[config.mk]
export PLATFORM = sky130hd
export DESIGN_NAME = mmio_port_unit
export DESIGN_NICKNAME = d
export VERILOG_FILES = /design/src/rtl/mmio_port_unit.sv
export SDC_FILE = /design/constraint.sdc
export NUM_CORES = 1
export LEC_CHECK = 0
export ABC_AREA = 1
export BUFFER_PORTS_ARGS = -buffer_cell sky130_fd_sc_hd__buf_2
export CAP_MARGIN = 30
export CORE_ASPECT_RATIO = 0.8
export CORE_MARGIN = 2
export CORE_UTILIZATION = 50
export DETAILED_ROUTE_END_ITERATION = 8
export GPL_TIMING_DRIVEN = 0
export PLACE_DENSITY = 0.85
export SLEW_MARGIN = 20
export SYNTH_ARGS = -nofsm -noshare
export SYNTH_HDL_FRONTEND = slang
export SYNTH_SLANG_ARGS = --single-unit
export TNS_END_PERCENT = 20
[constraint.sdc]
create_clock -name clk -period 1.8 [get_ports clk]
set_clock_uncertainty 0.1 [all_clocks]
set_input_delay 0.36 -clock clk [delete_from_list [all_inputs] [get_ports clk]]
set_output_delay 0.36 -clock clk [all_outputs]
set_load 0.005 [all_outputs]
[src/rtl/mmio_port_unit.sv]
// mmio_port_unit
//   Memory-mapped I/O stage that sits after the single-cycle MIPS datapath.
//   Decodes three word addresses and provides three I/O paths:
//     - A buffered output port: the PortOut register plus a 1-deep pending
//       buffer, with a valid/ack handshake toward the external consumer.
//     - A synchronized 8-bit input port with a sticky "input changed" flag.
//     - A status word: {Overrun, PendingFull, PortOutValid, InChanged}.
//   ReadData is combinational, so a lw completes in its own cycle.
//
// Ports
//   clk           rising-edge clock
//   reset         asynchronous, active-low reset
//   Address       effective address (ALU result)
//   WriteData     store data (rt contents)
//   MemWrite      sw in the current cycle
//   MemRead       lw in the current cycle
//   PortIn        asynchronous external 8-bit input
//   PortAck       external consumer accepted PortOut this cycle
//   IOSelect      Address hits one of the three I/O words (combinational)
//   ReadData      lw result for I/O addresses, 0 otherwise (combinational)
//   PortOut       output port data
//   PortOutValid  PortOut holds data that has not been accepted yet
module mmio_port_unit #(
  parameter logic [31:0] OUT_ADDR  = 32'h1001_0024,
  parameter logic [31:0] IN_ADDR   = 32'h1001_0028,
  parameter logic [31:0] STAT_ADDR = 32'h1001_002C
) (
  input  logic        clk,
  input  logic        reset,
  input  logic [31:0] Address,
  input  logic [31:0] WriteData,
  input  logic        MemWrite,
  input  logic        MemRead,
  input  logic [7:0]  PortIn,
  input  logic        PortAck,
  output logic        IOSelect,
  output logic [31:0] ReadData,
  output logic [31:0] PortOut,
  output logic        PortOutValid
);

  logic [31:0] pend_data;
  logic        pend_full;
  logic [7:0]  s1;
  logic [7:0]  s2;
  logic [7:0]  prev;
  logic        in_changed;
  logic        overrun;

  logic hit_out;
  logic hit_in;
  logic hit_stat;
  logic wr_out;
  logic rd_in;
  logic rd_stat;
  logic overrun_set;
  logic change_set;

  assign hit_out  = (Address == OUT_ADDR);
  assign hit_in   = (Address == IN_ADDR);
  assign hit_stat = (Address == STAT_ADDR);
  assign IOSelect = hit_out | hit_in | hit_stat;

  assign wr_out  = MemWrite & hit_out;
  assign rd_in   = MemRead & hit_in;
  assign rd_stat = MemRead & hit_stat;

  // A store arriving while both PortOut and the pending slot hold
  // unaccepted data (and no ack frees a slot) has nowhere to go.
  assign overrun_set = wr_out & PortOutValid & pend_full & ~PortAck;
  assign change_set  = (s2 != prev);

  always_comb begin
    ReadData = 32'h0;
    if (MemRead) begin
      if (hit_out) begin
        ReadData = PortOut;
      end else if (hit_in) begin
        ReadData = {24'h0, s2};
      end else if (hit_stat) begin
        ReadData = {28'h0, overrun, pend_full, PortOutValid, in_changed};
      end
    end
  end

  // Output port: PortOut + 1-deep pending buffer. PortOut only moves when it
  // is empty or the consumer acks it, so the consumer always sees stable data.
  always_ff @(posedge clk or negedge reset) begin
    if (!reset) begin
      PortOut      <= 32'h0;
      PortOutValid <= 1'b0;
      pend_data    <= 32'h0;
      pend_full    <= 1'b0;
    end else if (!PortOutValid) begin
      // Ack is meaningless with nothing on the port.
      if (wr_out) begin
        PortOut      <= WriteData;
        PortOutValid <= 1'b1;
      end
    end else if (!pend_full) begin
      if (PortAck && wr_out) begin
        PortOut <= WriteData;
      end else if (PortAck) begin
        PortOutValid <= 1'b0;
      end else if (wr_out) begin
        pend_data <= WriteData;
        pend_full <= 1'b1;
      end
    end else if (PortAck) begin
      // Pending data advances; a simultaneous store refills the slot.
      PortOut <= pend_data;
      if (wr_out) begin
        pend_data <= WriteData;
      end else begin
        pend_full <= 1'b0;
      end
    end
  end

  // Input port: two-flop synchronizer plus a previous-sample register that
  // feeds the change detector.
  always_ff @(posedge clk or negedge reset) begin
    if (!reset) begin
      s1   <= 8'h0;
      s2   <= 8'h0;
      prev <= 8'h0;
    end else begin
      s1   <= PortIn;
      s2   <= s1;
      prev <= s2;
    end
  end

  // Sticky flags, cleared by reading their register; a set in the same
  // cycle as the clearing read takes priority so no event is lost.
  always_ff @(posedge clk or negedge reset) begin
    if (!reset) begin
      in_changed <= 1'b0;
      overrun    <= 1'b0;
    end else begin
      in_changed <= change_set | (in_changed & ~rd_in);
      overrun    <= overrun_set | (overrun & ~rd_stat);
    end
  end

endmodule
==> flow_metrics.py, run 1 <==
metrics = {
    "placed_design": {
        "pre_cts_slack_ps": -947,
        "place_inst": 860,
        "numPortBuffers": 141,
        "place.gp.congestion": 0.846,
        "post-dp-hpwl_mm": 8.82,
    },
    "timing": {
        "finalCritPeriodShare_pct": 120,
        "rsz0062_at_grt": "yes",
        "layout_setup_ws_ps": -367,
        "tightestPinTransition_ps": 560,
        "setup_viol": 43,
        "period_needed_ps": 2170,
        "hold_ws_ps": 21.7,
        "fin_setup_tns_ps": -10820,
        "finalHoldViolations": 0,
        "relSlewSlack_pct": 62.7,
        "maxSlewViolCount": 0,
        "fmax_mhz": 461,
    },
    "power": {
        "combPwrFrac_pct": 6.5,
        "switching_share_pct": 22.4,
        "switchingPower_uw": 994,
        "power_leakage_uw": 0.00359,
        "seqPwrFrac_pct": 47.5,
        "pwr_density_cell_nw_per_um2": 711,
        "max-vdd-ir-drop_uv": 601,
        "clkPwrFrac_pct": 46.0,
        "intPower_uw": 3450,
    },
    "floorplan": {
        "pin_count": 143,
        "die_width_um": 111,
        "row_count": 31,
        "die_y_um": 89.4,
        "design.core.area_um2": 8960,
        "start_util_pct": 50.9,
        "die-area_um2": 9910,
    },
    "clock_network": {
        "htreeDepth": 3,
        "cts-root-buf": "clkbuf_16",
        "clk_pin_slew_worst_paths_ps": 70,
        "cts_tree": "done",
        "cts_buffers": 9,
        "cts_max_path_buffers": 2,
        "clk_latency_ps": 340,
        "cts_sinks": 92,
    },
    "setup_path": {
        "crit_required_ps": 1340,
        "path_max_fanout": 6,
        "rrSetupSlack_ps": -60,
        "worstSetupPathType": "in2out",
        "reg2reg_to": "pend_data[3]",
        "start_kind": "input pin",
        "worstPathArrival_ps": 1710,
        "regToRegStartpoint": "PortOutValid",
        "reg2reg_depth": 6,
        "worstSetupEndpointType": "output pin",
    },
    "global_routing": {
        "grt_max_degree": 52,
        "antenna_found_initial": 1,
        "grt_pass1_vias": 4387,
        "grt.overflow.total": 0,
        "grt_pass1_wl_mm": 20.6,
        "grtUsageTotal_pct": 26.4,
    },
    "route": {
        "finalWirelength_mm": 13.5,
        "topRoutingLayerUsed": "met4",
        "met2_length_mm": 6.55,
        "viasPerCell": 5.27,
        "drt_first_pass_iters": 5,
        "wirelength_met1_mm": 5.51,
        "drt_iter0_drc": 295,
        "drtAntennaViolNets": 0,
        "wl_per_cell_um": 15.2,
        "vias": 4667,
        "drc": 0,
        "met3WireLength_mm": 1.00,
    },
    "synthesis": {
        "ys_ff_latch": 92,
        "syn_nets": 680,
        "syn_area_um2": 4560,
        "netlist_instances": 603,
        "ys_warn_count": 0,
        "seq_area_frac_synth_pct": 50.5,
        "postSynthAreaPerCell_um2": 7.57,
        "synth_cell_type_count": 25,
    },
    "hold_path": {
        "hold_end": "s1[5]",
        "hold_depth": 1,
        "min-delay-start": "PortIn[5]",
        "hp-class": "in2reg",
    },
    "cells_and_area": {
        "multiInputGateArea_um2": 2100,
        "drive_gt1_share_pct": 34.8,
        "final_util_pct": 69.8,
        "seq_area_um2": 2300,
        "n_fill_cell": 697,
        "finalNonFillerCells": 886,
        "fin_nets": 842,
        "area_delta_synth_final_pct": 37.0,
    },
    "status": {
        "violations": "negative setup slack",
        "status": "finished, violations left",
    },
    "flow_run": {
        "cap_violations": 0,
    },
}
-- power groups by stage --
stage                     Clock [uW]  Combinational (uW)  Sequential [uW]
after CTS                       2050                 259             2110
after detailed placement           0                 245             2150
final                           2040                 288             2110
after global routing            2150                 320             2110
after global placement             0                 230             2150
after floorplan                    0                86.7             2150
-- cell usage after synthesis, drive strengths merged --
cell type	number	area, um2
a21oi	1	5.00
and2	2	12.5
buf	18	145
clkbuf	13	48.8
dfrtp	92	2300
inv	60	225
nand2	258	983
nand3	54	283
nand4	34	213
nor2	51	216
nor3	1	5.00
o211ai	1	7.51
o21a	1	7.51
o21ai	10	50.1
or2	1	6.26
xnor2	6	52.6
-- kinds of logic after synthesis --
| kind of cell | synth area share [%] |
|---|---|
| buf+inv | 9.19 |
| simple gates | 37.7 |
| compound gates | 1.54 |
| flops | 50.5 |
| xor+xnor | 1.15 |
-- worst max path at each step --
stage / slack (ps) / startpoint / endpoint / depth (start not counted)
after floorplan: -20 / Address[4] / ReadData[10] / 8
after global placement: -880 / Address[0] / ReadData[20] / 10
after detailed placement: -950 / Address[1] / ReadData[10] / 10
after CTS: -240 / Address[14] / ReadData[20] / 10
after global routing: -420 / Address[31] / ReadData[10] / 11
final: -370 / Address[31] / ReadData[10] / 11
-- layer usage --
metal / vias up / GRT usage [%]
li1: 2206 / -
met1: 2189 / 34.0
met2: 239 / 45.8
met3: 33 / 4.00
met4: 0 / 10.8
met5: - / 0
-- critical path, stage by stage --
cell and delay (ps):
buf_6 90, inv_2 40, nand2_2 70, nor2_4 140, nand2_2 90, nor2_4 170, buf_6 130, nand3_4 170
clkbuf_16 240, nor2_4 80, buf_2 120
-- registers in the layout, indices dropped and copies added, names as in the netlist --
name	count
PortOutValid	1
in_changed	1
pend_data	32
s1	8
PortOut	32
prev	8
overrun	1
pend_full	1
s2	8
-- what timing repair did --
| item | in CTS | in global routing |
|---|---|---|
| pin swaps | 7 | 20 |
| buffers inserted | 4 | 2 |
| resized for setup | 37 | 88 |
| setup endpoints to repair | 33 | 93 |
| cloned | 1 | 1 |
| hold endpoints to repair | 41 | 0 |
| hold buffers | 1 | 0 |
-- final cells by class --
type / count / share of cell area [%]
Sequential cell: 92 / 36.8
Multi-Input combinational cell: 420 / 33.7
Timing Repair Buffer: 151 / 14.7
Buffer: 31 / 3.76
Clock buffer: 9 / 3.60
Inverter: 60 / 3.60
Tap cell: 115 / 2.30
Clock inverter: 7 / 1.54
Antenna cell: 1 / 0.0400
-- cells in the final DEF (no fill, tap or decap), drive strengths merged --
master	Yosys	final
inv	60	63
clkbuf	13	22
diode	0	1
o21ai	10	10
buf	18	168
or2	1	1
o21a	1	1
dlygate4sd3	0	1
nand2	258	258
bufinv	0	2
xnor2	6	6
nand4	34	34
o211ai	1	1
nor3	1	1
nor2	51	51
a21oi	1	1
clkinv	0	2
and2	2	2
nand3	54	54
dfrtp	92	92
-- stage by stage --
stage                     area (um2)  power (uW)
after floorplan                 4560        2230
after global placement          5410        2380
after detailed placement        5440        2400
after CTS                       5950        4420
after global routing            6250        4580
final                           6250        4440
No activity file was read; power rests on OpenSTA's default activity.
==> inputs of run 2 (changes only) <==
Settings changed: CORE_UTILIZATION 50 to 46, GPL_TIMING_DRIVEN 0 to not set, PLACE_DENSITY 0.85 to 0.83, SETUP_SLACK_MARGIN set to 0.2.
Clock period 1.8 ns to 1.9 ns, I/O delays scaled along.
==> run 2 against run 1 <==
  * Via count decreased by 0.28%
  * Die area increased by 8.3%
  * Global-route usage decreased by 3.0 points
  * The flow still finishes with violations (negative setup slack)
  * Sequential power decreased by 5%
  * Worst hold slack improved by 22 ps
  * Count of clock-buffer cells in the layout unchanged
  * Total power decreased by 4.2%
  * First-iteration DRC count increased by 25%
  * Core utilization decreased by 2.5 points
==> flow_metrics.py, run 2 (synthesized netlist as in run 1, its figures left out) <==
metrics = {
    "setup_path": {
        "worstSetupPathType": "in2out",
        "critPathBufInv": 5,
        "worstSetupEndpointType": "output pin",
        "timing.critical_path.mode_cell": "nor2_4",
        "regToRegStartpoint": "pend_full",
        "cp.depth": 11,
        "cp_slowest_cell": "clkbuf_16",
        "worstPathArrival_ps": 1760,
        "worstSetupEndpoint": "ReadData[14]",
        "slowest_delay_ps": 240,
        "path_max_fanout": 5,
        "rrSetupSlack_ps": 200,
        "reg2reg_depth": 5,
        "crit_required_ps": 1420,
        "path_delay_family": "simple AND/OR/NAND/NOR gates",
        "start_kind": "input pin",
        "path_cells": "buf_2 -> inv_1 -> nand2_2 -> nor2_4 -> nand2_2 -> nor2_4 -> buf_6 -> nand3_4 -> clkbuf_16 -> nor2_4 -> buf_2",
        "critPathLaunch": "Address[29]",
        "reg2reg_to": "overrun",
    },
    "route": {
        "drt_iter0_drc": 369,
        "viasPerCell": 5.13,
        "wl_per_cell_um": 15.1,
        "drtAntennaViolNets": 0,
        "drt_first_pass_iters": 7,
        "vias": 4654,
        "finalWirelength_mm": 13.7,
        "drc": 0,
    },
    "floorplan": {
        "pin_count": 143,
        "die-area_um2": 10700,
        "design.core.area_um2": 9650,
        "die_width_um": 115,
        "row_count": 32,
        "die_y_um": 93.1,
        "start_util_pct": 47.3,
    },
    "placed_design": {
        "numPortBuffers": 142,
        "post-dp-hpwl_mm": 8.49,
        "place.gp.congestion": 0.858,
    },
    "cells_and_area": {
        "area_delta_synth_final_pct": 42.2,
        "drive_gt1_share_pct": 37.2,
        "final_cell_mix": "nand2_1, buf_2, dfrtp_1",
        "final_common_cell": "nand2_1",
        "diodes": 0,
        "n_fill_cell": 751,
        "fin_nets": 844,
        "reg_top3": "PortOut x32, pend_data x32",
    },
    "power": {
        "intPower_uw": 3280,
        "clkPwrFrac_pct": 46.3,
        "switchingPower_uw": 972,
        "switching_share_pct": 22.8,
        "pwr_density_cell_nw_per_um2": 656,
        "power_leakage_uw": 0.00366,
        "max-vdd-ir-drop_uv": 387,
        "totalPowerFinal_uw": 4260,
        "seqPwrFrac_pct": 47.0,
        "combPwrFrac_pct": 6.7,
    },
    "clock_network": {
        "cts_buffers": 9,
        "cts_tree": "done",
        "clk_latency_ps": 340,
        "cts_max_path_buffers": 2,
        "cts_sinks": 92,
        "htreeDepth": 3,
        "cts-root-buf": "clkbuf_16",
        "clk_pin_slew_worst_paths_ps": 70,
    },
    "flow_run": {
        "cap_violations": 0,
    },
    "timing": {
        "hold_ws_ps": 43.8,
        "finalCritPeriodShare_pct": 118,
        "period_needed_ps": 2240,
        "rsz0062_at_grt": "yes",
        "layout_setup_ws_ps": -338,
        "setup_viol": 33,
        "maxSlewViolCount": 0,
        "tightestPinTransition_ps": 518,
        "relSlewSlack_pct": 65.4,
        "finalHoldViolations": 0,
        "fmax_mhz": 447,
    },
    "global_routing": {
        "grtUsageTotal_pct": 23.4,
        "grt_max_degree": 40,
        "grt.overflow.total": 0,
        "antenna_found_initial": 0,
        "grt_pass1_wl_mm": 20.0,
        "grt_pass1_vias": 4292,
    },
    "hold_path": {
        "hp-class": "in2reg",
        "min-delay-start": "PortIn[7]",
    },
    "status": {
        "violations": "negative setup slack",
        "status": "finished, violations left",
    },
}
==> run 2: cell count changes in the layout (fill, tap and decap cells not counted), moves of 5 or more <==
cell,before,now
clkbuf_1,9,0
nand3_2,2,9
buf_12,0,5
buf_4,9,22
nor2_4,21,27
nand3_1,50,44
==> run 2: worst register-to-register path, cell delays in order, from the launching register on <==
cell and delay, ps:
dfrtp_1 480, nand2_1 220, inv_1 120, buf_4 250, nand2_1 120, o21ai_0 290
==> run 2: worst min path at each step <==
stage,depth (start not counted),endpoint
2_1_floorplan,0,PortOutValid
3_3_place_gp,0,s2[2]
3_5_place_dp,0,s2[3]
4_1_cts,1,s1[7]
5_1_grt,1,s1[7]
6_report,1,s1[7]
==> run 2: through the flow <==
stage / TNS, ps / setup WS (ps) / std cells / util, % / area (um2)
floorplan: 0 / 157 / 603 / - / 4670
global placement: -8310 / -180 / 875 / 57.9 / 5590
detailed placement: -10720 / -238 / 875 / 57.9 / 5590
CTS: -3650 / -166 / 896 / 63.1 / 6090
global route: -10620 / -373 / 908 / 67.2 / 6490
finish: -8910 / -338 / 908 / 67.2 / 6490
==> run 2: per-layer routing <==
| layer | GRT usage (%) | up-vias | part of all wire (%) |
|---|---|---|---|
| met5 | 0 | - | 0 |
| met4 | 9.14 | 0 | 3.1 |
| met3 | 4.54 | 41 | 7.5 |
| met2 | 39.5 | 249 | 49 |
| met1 | 29.7 | 2161 | 41 |
| li1 | - | 2203 | - |
==> run 2: what timing repair did <==
action | in CTS | in global routing
hold buffers | 1 | 0
pin swaps | 29 | 30
endpoints found under the setup margin | 33 | 97
setup buffers | 3 | 8
resized for setup | 42 | 76
gates cloned | 1 | 4
endpoints found under the hold margin | 36 | 0
==> run 2: layout make-up <==
type | instances | area [um2] | area share (%)
Clock buffer | 9 | 225 | 3.47
Clock inverter | 7 | 103 | 1.58
Inverter | 60 | 245 | 3.78
Multi-Input combinational cell | 422 | 2210 | 34.1
Sequential cell | 92 | 2300 | 35.5
Tap cell | 136 | 170 | 2.62
Timing Repair Buffer | 182 | 1230 | 19.0
==> run 2: power by group through the flow <==
stage | Combinational [uW] | Clock, uW | Sequential, uW
after CTS | 263 | 2000 | 2000
after detailed placement | 240 | 0 | 2040
final | 285 | 1970 | 2000
after global routing | 315 | 2090 | 2000
after global placement | 230 | 0 | 2040
after floorplan | 85.9 | 0 | 2030
